[config.mk]
export PLATFORM = sky130hd
export DESIGN_NAME = native_port_arbiter
export DESIGN_NICKNAME = d
export VERILOG_FILES = /design/src/rtl/native_port_arbiter_pkg.sv /design/src/rtl/native_rd_id_fifo.sv /design/src/rtl/native_port_arbiter.sv
export SDC_FILE = /design/constraint.sdc
export NUM_CORES = 1
export LEC_CHECK = 0
export CAP_MARGIN = 10
export CORE_AREA = 3 3 678 680
export CTS_BUF_LIST = sky130_fd_sc_hd__clkbuf_8
export CTS_CLUSTER_DIAMETER = 80
export DETAILED_ROUTE_END_ITERATION = 10
export DIE_AREA = 0 0 681 683
export PLACE_DENSITY = 0.3
export SLEW_MARGIN = 30
export SYNTH_ARGS = -nofsm -noshare
export SYNTH_HDL_FRONTEND = slang
export SYNTH_SLANG_ARGS = --single-unit
[constraint.sdc]
create_clock -name user_clk -period 2.9 [get_ports user_clk]
set_input_delay 0.58 -clock user_clk [delete_from_list [all_inputs] [get_ports user_clk]]
set_output_delay 0.58 -clock user_clk [all_outputs]
set_load 0.05 [all_outputs]
[src/rtl/native_port_arbiter_pkg.sv]
// Shared types and native-port defaults for the two-requester LiteDRAM native port arbiter.
package native_port_arbiter_pkg;

  localparam int unsigned NATIVE_ADDR_W = 25;
  localparam int unsigned NATIVE_DATA_W = 256;
  localparam int unsigned NATIVE_MASK_W = NATIVE_DATA_W / 8;
  localparam int unsigned RD_DEPTH_DEF  = 4;

  typedef enum logic [1:0] {
    ST_IDLE  = 2'd0,
    ST_CMD   = 2'd1,
    ST_WDATA = 2'd2
  } arb_state_t;

endpackage

[src/rtl/native_rd_id_fifo.sv]
// DEPTH x 1-bit FIFO recording which requester issued each outstanding read.
module native_rd_id_fifo #(
  parameter int unsigned DEPTH = 4
) (
  input  logic                     user_clk,
  input  logic                     reset,
  input  logic                     push,
  input  logic                     push_id,
  input  logic                     pop,
  output logic                     head_id,
  output logic [$clog2(DEPTH):0]   count,
  output logic                     empty,
  output logic                     full
);

  localparam int unsigned PTR_W = $clog2(DEPTH);
  localparam int unsigned CNT_W = PTR_W + 1;

  logic [DEPTH-1:0] mem;
  logic [PTR_W-1:0] wr_ptr;
  logic [PTR_W-1:0] rd_ptr;
  logic             do_push;
  logic             do_pop;

  assign empty   = (count == '0);
  assign full    = (count == CNT_W'(DEPTH));
  assign do_push = push & ~full;
  assign do_pop  = pop & ~empty;
  assign head_id = mem[rd_ptr];

  // DEPTH is a power of two, so the pointers wrap naturally.
  always_ff @(posedge user_clk) begin
    if (reset) begin
      mem    <= '0;
      wr_ptr <= '0;
      rd_ptr <= '0;
      count  <= '0;
    end else begin
      if (do_push) begin
        mem[wr_ptr] <= push_id;
        wr_ptr      <= wr_ptr + 1'b1;
      end
      if (do_pop) begin
        rd_ptr <= rd_ptr + 1'b1;
      end
      case ({do_push, do_pop})
        2'b10:   count <= count + 1'b1;
        2'b01:   count <= count - 1'b1;
        default: count <= count;
      endcase
    end
  end

endmodule

[src/rtl/native_port_arbiter.sv]
// Round-robin sharing of one LiteDRAM native user port between two requesters,
// with read-return steering through a small issue-order ID FIFO.
module native_port_arbiter
  import native_port_arbiter_pkg::*;
#(
  parameter int unsigned ADDR_W   = NATIVE_ADDR_W,
  parameter int unsigned DATA_W   = NATIVE_DATA_W,
  parameter int unsigned MASK_W   = NATIVE_MASK_W,
  parameter int unsigned RD_DEPTH = RD_DEPTH_DEF
) (
  input  logic                       user_clk,
  input  logic                       reset,

  input  logic                       c0_cmd_valid,
  output logic                       c0_cmd_ready,
  input  logic                       c0_cmd_we,
  input  logic [ADDR_W-1:0]          c0_cmd_addr,
  input  logic                       c0_wdata_valid,
  output logic                       c0_wdata_ready,
  input  logic [MASK_W-1:0]          c0_wdata_we,
  input  logic [DATA_W-1:0]          c0_wdata_data,
  output logic                       c0_rdata_valid,
  input  logic                       c0_rdata_ready,
  output logic [DATA_W-1:0]          c0_rdata_data,

  input  logic                       c1_cmd_valid,
  output logic                       c1_cmd_ready,
  input  logic                       c1_cmd_we,
  input  logic [ADDR_W-1:0]          c1_cmd_addr,
  input  logic                       c1_wdata_valid,
  output logic                       c1_wdata_ready,
  input  logic [MASK_W-1:0]          c1_wdata_we,
  input  logic [DATA_W-1:0]          c1_wdata_data,
  output logic                       c1_rdata_valid,
  input  logic                       c1_rdata_ready,
  output logic [DATA_W-1:0]          c1_rdata_data,

  output logic                       m_cmd_valid,
  input  logic                       m_cmd_ready,
  output logic                       m_cmd_we,
  output logic [ADDR_W-1:0]          m_cmd_addr,
  output logic                       m_wdata_valid,
  input  logic                       m_wdata_ready,
  output logic [MASK_W-1:0]          m_wdata_we,
  output logic [DATA_W-1:0]          m_wdata_data,
  input  logic                       m_rdata_valid,
  output logic                       m_rdata_ready,
  input  logic [DATA_W-1:0]          m_rdata_data,

  output logic                       grant_id,
  output logic [$clog2(RD_DEPTH):0]  rd_outstanding,
  output logic                       rd_underflow
);

  arb_state_t state;
  arb_state_t state_nx;
  logic       prio;
  logic       prio_nx;
  logic       grant_q;
  logic       grant_nx;

  logic       fifo_empty;
  logic       fifo_full;
  logic       head_id;
  logic       rd_push;
  logic       rd_pop;

  logic       elig0;
  logic       elig1;
  logic       g_cmd_valid;
  logic       g_wdata_valid;
  logic       cmd_phase;
  logic       wdata_phase;
  logic       cmd_hs;
  logic       wdata_hs;

  assign elig0 = c0_cmd_valid & (c0_cmd_we | ~fifo_full);
  assign elig1 = c1_cmd_valid & (c1_cmd_we | ~fifo_full);

  assign g_cmd_valid   = grant_q ? c1_cmd_valid   : c0_cmd_valid;
  assign g_wdata_valid = grant_q ? c1_wdata_valid : c0_wdata_valid;
  assign m_cmd_we      = grant_q ? c1_cmd_we      : c0_cmd_we;
  assign m_cmd_addr    = grant_q ? c1_cmd_addr    : c0_cmd_addr;
  assign m_wdata_we    = grant_q ? c1_wdata_we    : c0_wdata_we;
  assign m_wdata_data  = grant_q ? c1_wdata_data  : c0_wdata_data;

  // Write data may ride along with its command, so the wdata path is open in CMD for writes.
  assign cmd_phase   = (state == ST_CMD);
  assign wdata_phase = (cmd_phase & m_cmd_we) | (state == ST_WDATA);

  assign m_cmd_valid    = cmd_phase & g_cmd_valid;
  assign m_wdata_valid  = wdata_phase & g_wdata_valid;
  assign cmd_hs         = m_cmd_valid & m_cmd_ready;
  assign wdata_hs       = m_wdata_valid & m_wdata_ready;

  assign c0_cmd_ready   = cmd_phase & ~grant_q & m_cmd_ready;
  assign c1_cmd_ready   = cmd_phase &  grant_q & m_cmd_ready;
  assign c0_wdata_ready = wdata_phase & ~grant_q & m_wdata_ready;
  assign c1_wdata_ready = wdata_phase &  grant_q & m_wdata_ready;

  assign grant_id = grant_q;

  always_comb begin
    state_nx = state;
    prio_nx  = prio;
    grant_nx = grant_q;
    rd_push  = 1'b0;
    case (state)
      ST_IDLE: begin
        if (elig0 | elig1) begin
          grant_nx = (elig0 & elig1) ? prio : elig1;
          state_nx = ST_CMD;
        end
      end
      ST_CMD: begin
        if (cmd_hs) begin
          if (!m_cmd_we) begin
            rd_push  = 1'b1;
            prio_nx  = ~grant_q;
            state_nx = ST_IDLE;
          end else if (wdata_hs) begin
            prio_nx  = ~grant_q;
            state_nx = ST_IDLE;
          end else begin
            state_nx = ST_WDATA;
          end
        end
      end
      ST_WDATA: begin
        if (wdata_hs) begin
          prio_nx  = ~grant_q;
          state_nx = ST_IDLE;
        end
      end
      default: state_nx = ST_IDLE;
    endcase
  end

  always_ff @(posedge user_clk) begin
    if (reset) begin
      state   <= ST_IDLE;
      prio    <= 1'b0;
      grant_q <= 1'b0;
    end else begin
      state   <= state_nx;
      prio    <= prio_nx;
      grant_q <= grant_nx;
    end
  end

  // Read return follows issue order; nothing is accepted while no read is outstanding.
  assign m_rdata_ready  = ~fifo_empty & (head_id ? c1_rdata_ready : c0_rdata_ready);
  assign c0_rdata_valid = ~fifo_empty & ~head_id & m_rdata_valid;
  assign c1_rdata_valid = ~fifo_empty &  head_id & m_rdata_valid;
  assign c0_rdata_data  = m_rdata_data;
  assign c1_rdata_data  = m_rdata_data;
  assign rd_pop         = m_rdata_valid & m_rdata_ready;

  always_ff @(posedge user_clk) begin
    if (reset) begin
      rd_underflow <= 1'b0;
    end else if (fifo_empty & m_rdata_valid) begin
      rd_underflow <= 1'b1;
    end
  end

  native_rd_id_fifo #(
    .DEPTH (RD_DEPTH)
  ) u_rd_id_fifo (
    .user_clk (user_clk),
    .reset    (reset),
    .push     (rd_push),
    .push_id  (grant_q),
    .pop      (rd_pop),
    .head_id  (head_id),
    .count    (rd_outstanding),
    .empty    (fifo_empty),
    .full     (fifo_full)
  );

endmodule

Word level (Yosys, flattened, before mapping)
Cells that the tools add are included.
W data, S select, Z words.
- $add $sub $neg: 4
- bitwise operators: 33
- muxes and demuxes: 27
- equality and inequality tests: 8
- order comparisons: 3
- reduce and logical (&&, ||, !) cells: 8
- operators with widths (kind ; number):
    $mux W256 ; 1
    $mux W32 ; 1
    $and A1 B1 Y1 ; 25
    $mux W25 ; 1
    $mux W1 ; 13
    $mux W2 ; 5
    $lt A2 B3 Y1 const B ; 2
    $pmux W2 S3 ; 1
    $pmux W3 S2 ; 1
    $add A2 B1 Y2 const B ; 2
    $bwmux W4 ; 1
    $eq A2 B1 Y1 const B ; 2
    $eq A2 B2 Y1 const B ; 2
    $ne A2 B2 Y1 const B ; 2
    $not A1 Y1 ; 4
    $or A1 B1 Y1 ; 4
    $reduce_and A2 Y1 ; 2
    $reduce_bool A2 Y1 ; 2
    $add A3 B1 Y3 const B ; 1
    $eq A3 B3 Y1 const B ; 1
    $logic_not A3 Y1 ; 1
    $reduce_and A3 Y1 ; 1
    $sub A3 B1 Y3 const B ; 1
    $bmux W1 S2 ; 1
    other kinds (6) ; 6
- register bits after elaboration: 16

Logic depth before layout (Yosys ltp)
Gate-level depths: netlist of run 1.
- word-level depth: 9
- mapped depth: 10

Modules after synthesis
Synthesis of run 1 repeated with hierarchy kept, for this count alone.
- cells, all modules: 977
- area, all modules: 8563.2 sq um
- by module, submodules not included (module ; times used ; cells an instance ; area an instance (sq um)):
    native_port_arbiter ; 1 ; 912 ; 7956.4
    native_rd_id_fifo ; 1 ; 65 ; 606.8

Worst setup path after synthesis of run 1
No wires, ideal clock.
- path type: register to output
- start: register grant_q, in the netlist grant_id
- end: output port m_wdata_valid
- cell stages (with the launch flop): 5
- buffers on the path: 1
- slack: 0.018 ns
- data arrival time: 2.302 ns
- path through: dfxtp_1 > buf_6 > mux2_4 > nand2_1 > a21boi_0
- longest elaborated chain between the ends: 4
- RTL lines (item ; RTL line ; text):
    start: declaration ; native_port_arbiter.sv:59 ; logic grant_q;
    start signal: assignment ; native_port_arbiter.sv:147 ; grant_q <= grant_nx;
    $mux W1 ; native_port_arbiter.sv:82 ; assign m_cmd_we = grant_q ? c1_cmd_we : c0_cmd_we;
    named net m_cmd_we ; native_port_arbiter.sv:40 ; output logic m_cmd_we,
    $and A1 B1 Y1 ; native_port_arbiter.sv:89 ; assign wdata_phase = (cmd_phase & m_cmd_we) | (state == ST_WDATA);
    $or A1 B1 Y1 ; native_port_arbiter.sv:89 ;
    $and A1 B1 Y1 ; native_port_arbiter.sv:92 ; assign m_wdata_valid = wdata_phase & g_wdata_valid;
    end: declaration ; native_port_arbiter.sv:42 ; output logic m_wdata_valid,
The timed path passes the listed nets, and every way through them passes these cells.

Worst setup path after layout of run 1
- start: input port c1_rdata_ready
- end: register u_rd_id_fifo.count[2]
- longest elaborated chain between the ends: 6
- RTL lines (item ; RTL line ; text):
    start: declaration ; native_port_arbiter.sv:35 ; input logic c1_rdata_ready,
    $mux W1 * ; native_port_arbiter.sv:152 ; assign m_rdata_ready = ~fifo_empty & (head_id ? c1_rdata_ready : c0_rdata_ready);
    $and A1 B1 Y1 * ; native_port_arbiter.sv:152 ;
    $and A1 B1 Y1 * ; native_port_arbiter.sv:157 ; assign rd_pop = m_rdata_valid & m_rdata_ready;
    $and A1 B1 Y1 * ; native_rd_id_fifo.sv:28 ; assign do_pop = pop & ~empty;
    named net u_rd_id_fifo.do_pop ; native_rd_id_fifo.sv:23 ; logic do_pop;
    $eq A2 B1 Y1 / $eq A2 B2 Y1 (equally long branches) ; native_rd_id_fifo.sv:46 ; case ({do_push, do_pop})
    $pmux W3 S2 / $reduce_bool A2 Y1 (equally long branches) ; n/a ;
    end signal: assignment ; native_rd_id_fifo.sv:47 ; 2'b10: count <= count + 1'b1;
    end signal: assignment ; native_rd_id_fifo.sv:48 ; 2'b01: count <= count - 1'b1;
    end signal: assignment ; native_rd_id_fifo.sv:49 ; default: count <= count;
    end: declaration ; native_rd_id_fifo.sv:11 ; output logic [$clog2(DEPTH):0] count,
The timed path passes the listed nets; every way through them passes the cells marked *.
A chain may end at the register's enable or synchronous reset.

==> results of run 1 <==
==> tightest hold or removal path: stages (launching register included) <==
cell     delay (ns)
dfxtp_1        0.33
a21oi_1        0.05
nor2_1         0.07
==> worst paths after layout <==
check	to	slack (ns)	cells after the start
worst min-delay path	rd_underflow$_SDFFE_PP0P_	0.48	2
worst max-delay path	u_rd_id_fifo.count[2]$_SDFFE_PP0P_	0.20	10
worst max register to register	u_rd_id_fifo.count[2]$_SDFFE_PP0P_	0.24	10
worst min register to register	rd_underflow$_SDFFE_PP0P_	0.48	2
==> sequential cells by signal, indices dropped and copies added (netlist names) <==
| name | flops |
|---|---|
| grant_id | 1 |
| prio | 1 |
| rd_underflow | 1 |
| state | 2 |
| u_rd_id_fifo.count | 3 |
| u_rd_id_fifo.mem | 4 |
| u_rd_id_fifo.rd_ptr | 2 |
| u_rd_id_fifo.wr_ptr | 2 |
==> power breakdown <==
group          internal [mW]  total (mW)  switching (mW)
clock                  0.121       0.215          0.0937
sequential             0.226       0.237          0.0105
combinational           2.46        5.93            3.47
total                   2.81        6.38            3.57
==> per-layer routing <==
metal	wire length, um	track usage (%)
met1	76900	9.12
met2	134000	19.8
met3	86200	16.7
met4	11600	3.12
met5	989	0.412
==> cell type report <==
| type | instances | area [um^2] |
|---|---|---|
| Timing Repair Buffer | 988 | 12700 |
| Multi-Input combinational cell | 406 | 4190 |
| Fill cell | 53468 | 430000 |
| Antenna cell | 33 | 82.6 |
| Inverter | 8 | 30.0 |
| Clock buffer | 4 | 55.1 |
| Sequential cell | 16 | 324 |
| Tap cell | 6000 | 7510 |
==> cells in the final DEF (no fill, tap or decap), types with 8 or more instances in the layout <==
cell type        synthesis  routed
buf_12                   0     290
nor2_1                  15      15
mux2i_1                 10      10
nor2b_1                  8       8
nand2_1                 10      10
buf_4                  512      56
diode_2                  0      33
clkdlybuf4s50_1          0     642
mux2_2                 317     317
dfxtp_1                 16      15
inv_1                    8       8
==> cells by family after synthesis <==
family	Yosys count	synth area share, %
buffers and inverters	558	47.1
and+or+nand+nor	52	3.14
muxes	328	43.2
DFF	16	3.75
AOI/OAI and AO/OA	17	1.51
adders and majority gates	6	0.968
xor gates and xnor gates	3	0.308
==> results.yml, run 1 <==
status:
  status: "finished clean"
sta:
  worst-slew-pin-transition_ns: 0.773
  finClkSkew_ns: 0.00235
  fin_crit_sh_pct: 93.0
  fmax_mhz: 371
  final.min_clock_period_ns: 2.70
  fin_hold_ws_ns: 0.476
  tns_ns: 0
  finalHoldViolCount: 0
  max-slew-margin-rel_pct: 48.3
  rsz0062_at_grt: "false"
  slew_viol_final: 0
  setup_viol: 0
  layout_setup_ws_ns: 0.204
worst_setup_path:
  critPathLaunchType: "input port"
  crit_type: "in -> reg"
  arrival_ns: 2.88
  startpoint: "c1_rdata_ready"
  max_stage_delay_ns: 0.50
  crit_path_top_delay_cell: "clkdlybuf4s50_1"
  reg2reg_from: "u_rd_id_fifo.rd_ptr[1]$_SDFFE_PP0P_"
  cp_num_buf_inv: 2
  path_common_cell: "mux2i_1"
  critPathCaptureType: "flop"
  crit_family: "adder cells"
  crit_chain: "clkdlybuf4s50_1, mux2i_1, mux2i_1, nor2b_1, ha_1, inv_1, fa_1, xor2_1, or3_1, a21oi_1"
  crit_fanout: 2
  critPathRequiredTime_ns: 3.08
cts:
  cts_inserted_buffers: 3
  clock_latency_ns: 0.26
  cts_sinks: 16
  cts.clk_slew.worst_paths_ns: 0.07
  cts_hold_buf: 0
  clockRootBuffer: "clkbuf_8"
  cts_resized: 0
  htreeDepth: 1
  clk_path_buf_depth: 2
  postCtsSetupBuffers: 0
  cts_tree: "yes"
global_routing:
  grt_pass1_wl_um: 330000
  grt_antenna_before_repair: 235
  grt_pass1_vias: 10332
  grt_use_total_pct: 12.7
  gr-total-overflow: 0
  grt_max_degree: 73
detailed_routing:
  postRouteAntennaNets: 0
  dr_total_vias: 10873
  drt-total-wl_um: 310000
  vias_per_cell: 1.46
  routedWlPerCell_um: 41.6
  firstDrtPassIters: 5
  drcViolationCount: 0
  drtIter0Drc: 636
logic_synthesis:
  syn_inst: 980
  synthArstFlopShare_pct: 0
  ys_ff_latch: 16
  synth_top_area_cell: "buf_4"
  yosysMostFrequentCell: "buf_4"
  synth_area_leaders: "buf_4 (45%), mux2_2 (42%), dfxtp_1 (3.8%), clkbuf_1 (1.6%), mux2i_1 (1.2%)"
  ys_types: 35
  seq_area_frac_synth_pct: 3.75
  ys.flop_type: "dfxtp_1"
  syn_area_um2: 8530
  netlist_top_cells_count: "buf_4 (512), mux2_2 (317), clkbuf_1 (37)"
  synth-edff-count: 0
  yosysTopAreaCellShare_pct: 45.0
  avgSynthCellArea_um2: 8.71
  syn_nets: 1881
  yosysWarnings: 0
finish:
  nets: 2324
  layout.cells.non_filler: 7455
  syn2layout_area_growth_pct: 191
  utilization_pct: 5.46
  stdcell_area_um2: 24800
  drive_above_1_share_pct: 47.2
floorplan:
  die_h_um: 683
  die_w_um: 681
  start_util_pct: 1.88
  fp.coreArea_um2: 455000
  num_rows: 248
  dieArea_um2: 465000
  ios: 1735
worst_hold_path:
  hp-start: "rd_underflow$_SDFFE_PP0P_"
  hp-class: "reg -> reg"
power_and_ir_drop:
  total_power_mw: 6.38
  power_density_nw_per_um2: 257
  peakVddDrop_uv: 117
  leakagePower_nw: 7.05
placement:
  place_ws_ns: -0.129
  post-dp-hpwl_um: 302000
  gp_congestion: 0.876
  place_inst: 7418
  place_area_um2: 24700
  io_buffers: 966
run:
  cap_violations: 0
Power figures use the tool's default switching activity.
==> inputs of run 2 (changes only) <==
--- a/config.mk
+++ b/config.mk
@@ -6,11 +6,12 @@
 export NUM_CORES = 1
 export LEC_CHECK = 0
 export CAP_MARGIN = 10
-export CORE_AREA = 3 3 678 680
+export CORE_AREA = 3 3 665 667
 export CTS_BUF_LIST = sky130_fd_sc_hd__clkbuf_8
 export CTS_CLUSTER_DIAMETER = 80
 export DETAILED_ROUTE_END_ITERATION = 10
-export DIE_AREA = 0 0 681 683
+export DIE_AREA = 0 0 668 670
+export DONT_BUFFER_PORTS = 1
 export PLACE_DENSITY = 0.3
 export SLEW_MARGIN = 30
 export SYNTH_ARGS = -nofsm -noshare
==> results.yml, run 2 (synthesized netlist as in run 1, its figures left out) <==
placement:
  gp_congestion: 1.18
  io_buffers: 0
  post-dp-hpwl_um: 314000
  place_inst: 6352
  place_area_um2: 14700
sta:
  finClkSkew_ns: 0.00429
  fmax_mhz: 359
  rsz0062_at_grt: "false"
  finalHoldViolCount: 0
  fin_crit_sh_pct: 95.9
  slew_viol_final: 0
  worst-slew-pin-transition_ns: 0.768
  setup_viol: 0
  tns_ns: 0
  fin_hold_ws_ns: 0.388
  max-slew-margin-rel_pct: 48.8
  final.min_clock_period_ns: 2.78
floorplan:
  ios: 1735
  start_util_pct: 1.95
  die_w_um: 668
  die_h_um: 670
  dieArea_um2: 448000
  fp.coreArea_um2: 437000
  num_rows: 243
cts:
  cts_sinks: 16
  htreeDepth: 1
  clock_latency_ns: 0.26
  cts_resized: 0
  cts_tree: "yes"
  cts_inserted_buffers: 3
  cts.clk_slew.worst_paths_ns: 0.07
  cts_hold_buf: 0
  clk_path_buf_depth: 2
  clockRootBuffer: "clkbuf_8"
  postCtsSetupBuffers: 0
finish:
  layout_commonest_cell: "mux2_2"
  multi_input_area_um2: 4210
  regArea_um2: 324
  drive_above_1_share_pct: 82.6
  nets: 1501
  num-fill-cells: 51866
  syn2layout_area_growth_pct: 81.5
  regMostFlops: "u_rd_id_fifo.mem"
  stdcell_area_um2: 15500
  final_cell_mix: "mux2_2 (317), buf_12 (135), buf_4 (30)"
  largest_reg_flops: 4
  layout.cells.non_filler: 6650
  top_regs: "u_rd_id_fifo.mem: 4 flops, u_rd_id_fifo.count: 3 flops"
power_and_ir_drop:
  peakVddDrop_uv: 161
  power_density_nw_per_um2: 289
  leakagePower_nw: 2.98
  total_power_mw: 4.48
worst_setup_path:
  crit_type: "reg -> out"
  startpoint: "grant_id$_SDFFE_PP0P_"
  reg2reg_from: "u_rd_id_fifo.rd_ptr[1]$_SDFFE_PP0P_"
  critPathLaunchType: "flop"
  critPathRequiredTime_ns: 2.32
  arrival_ns: 2.20
  crit_fanout: 57
  critPathCaptureType: "primary output"
global_routing:
  gr-total-overflow: 0
  grt_max_degree: 58
  grt_pass1_wl_um: 340000
  grt_pass1_vias: 7107
  grt_antenna_before_repair: 326
  grt_use_total_pct: 13.9
detailed_routing:
  dr_total_vias: 8837
  postRouteAntennaNets: 0
  drt-total-wl_um: 323000
  vias_per_cell: 1.33
  routedWlPerCell_um: 48.6
  drcViolationCount: 0
  drtIter0Drc: 795
  firstDrtPassIters: 6
status:
  status: "finished clean"
worst_hold_path:
  hp-start: "reset"
  hp-class: "in -> reg"
run:
  cap_violations: 0
[run 2: worst paths after layout]
| kind | slack, ns | to | depth (start not counted) |
|---|---|---|---|
| worst min-delay path | 0.39 | u_rd_id_fifo.count[0]$_SDFFE_PP0P_ | 1 |
| worst max register to register | 0.32 | u_rd_id_fifo.count[2]$_SDFFE_PP0P_ | 10 |
| worst max-delay path | 0.12 | m_cmd_addr[14] | 4 |
| worst min register to register | 0.48 | u_rd_id_fifo.mem[0]$_SDFFE_PP0P_ | 2 |
[run 2: routing by layer]
layer | vias to the layer above | share of wire (%) | global-route usage, %
met5 | - | 0.49 | 1.15
met4 | 126 | 2.7 | 2.74
met3 | 679 | 30 | 19.2
met1 | 3517 | 26 | 10.6
met2 | 2168 | 41 | 20.2
li1 | 2347 | - | -
[run 2: area by class of cell]
cell class	count	area share, %
Antenna cell	294	4.75
Clock buffer	4	0.355
Inverter	8	0.194
Multi-Input combinational cell	406	27.2
Sequential cell	16	2.09
Tap cell	5757	46.5
Timing Repair Buffer	165	18.9
[run 2: where the power goes]
group	switching (mW)	total [mW]	internal, mW
logic	3.01	4.03	1.02
registers	0.0157	0.242	0.226
clock network	0.0896	0.210	0.121
[run 2: through the flow]
step                      setup WS [ns]  utilization (%)
after floorplan                  0.0183                -
after global placement            0.406             3.36
after detailed placement          0.359             3.36
after CTS                        0.0672             3.37
after global routing             0.0638             3.40
final                             0.118             3.54
[run 2: worst max-delay path, cell delays in order (launching register included)]
cell	delay [ns]
dfxtp_4	0.46
buf_12	0.26
buf_4	0.27
mux2_2	0.43
buf_12	0.18
==> inputs of run 3 (changes only) <==
--- a/config.mk
+++ b/config.mk
@@ -5,6 +5,7 @@
 export SDC_FILE = /design/constraint.sdc
 export NUM_CORES = 1
 export LEC_CHECK = 0
+export ABC_CLOCK_PERIOD_IN_PS = 2900
 export CAP_MARGIN = 10
 export CORE_AREA = 3 3 665 667
 export CTS_BUF_LIST = sky130_fd_sc_hd__clkbuf_8
==> results of run 3 <==
Same layout as run 2: the final DEF is identical, and so are final timing and power.
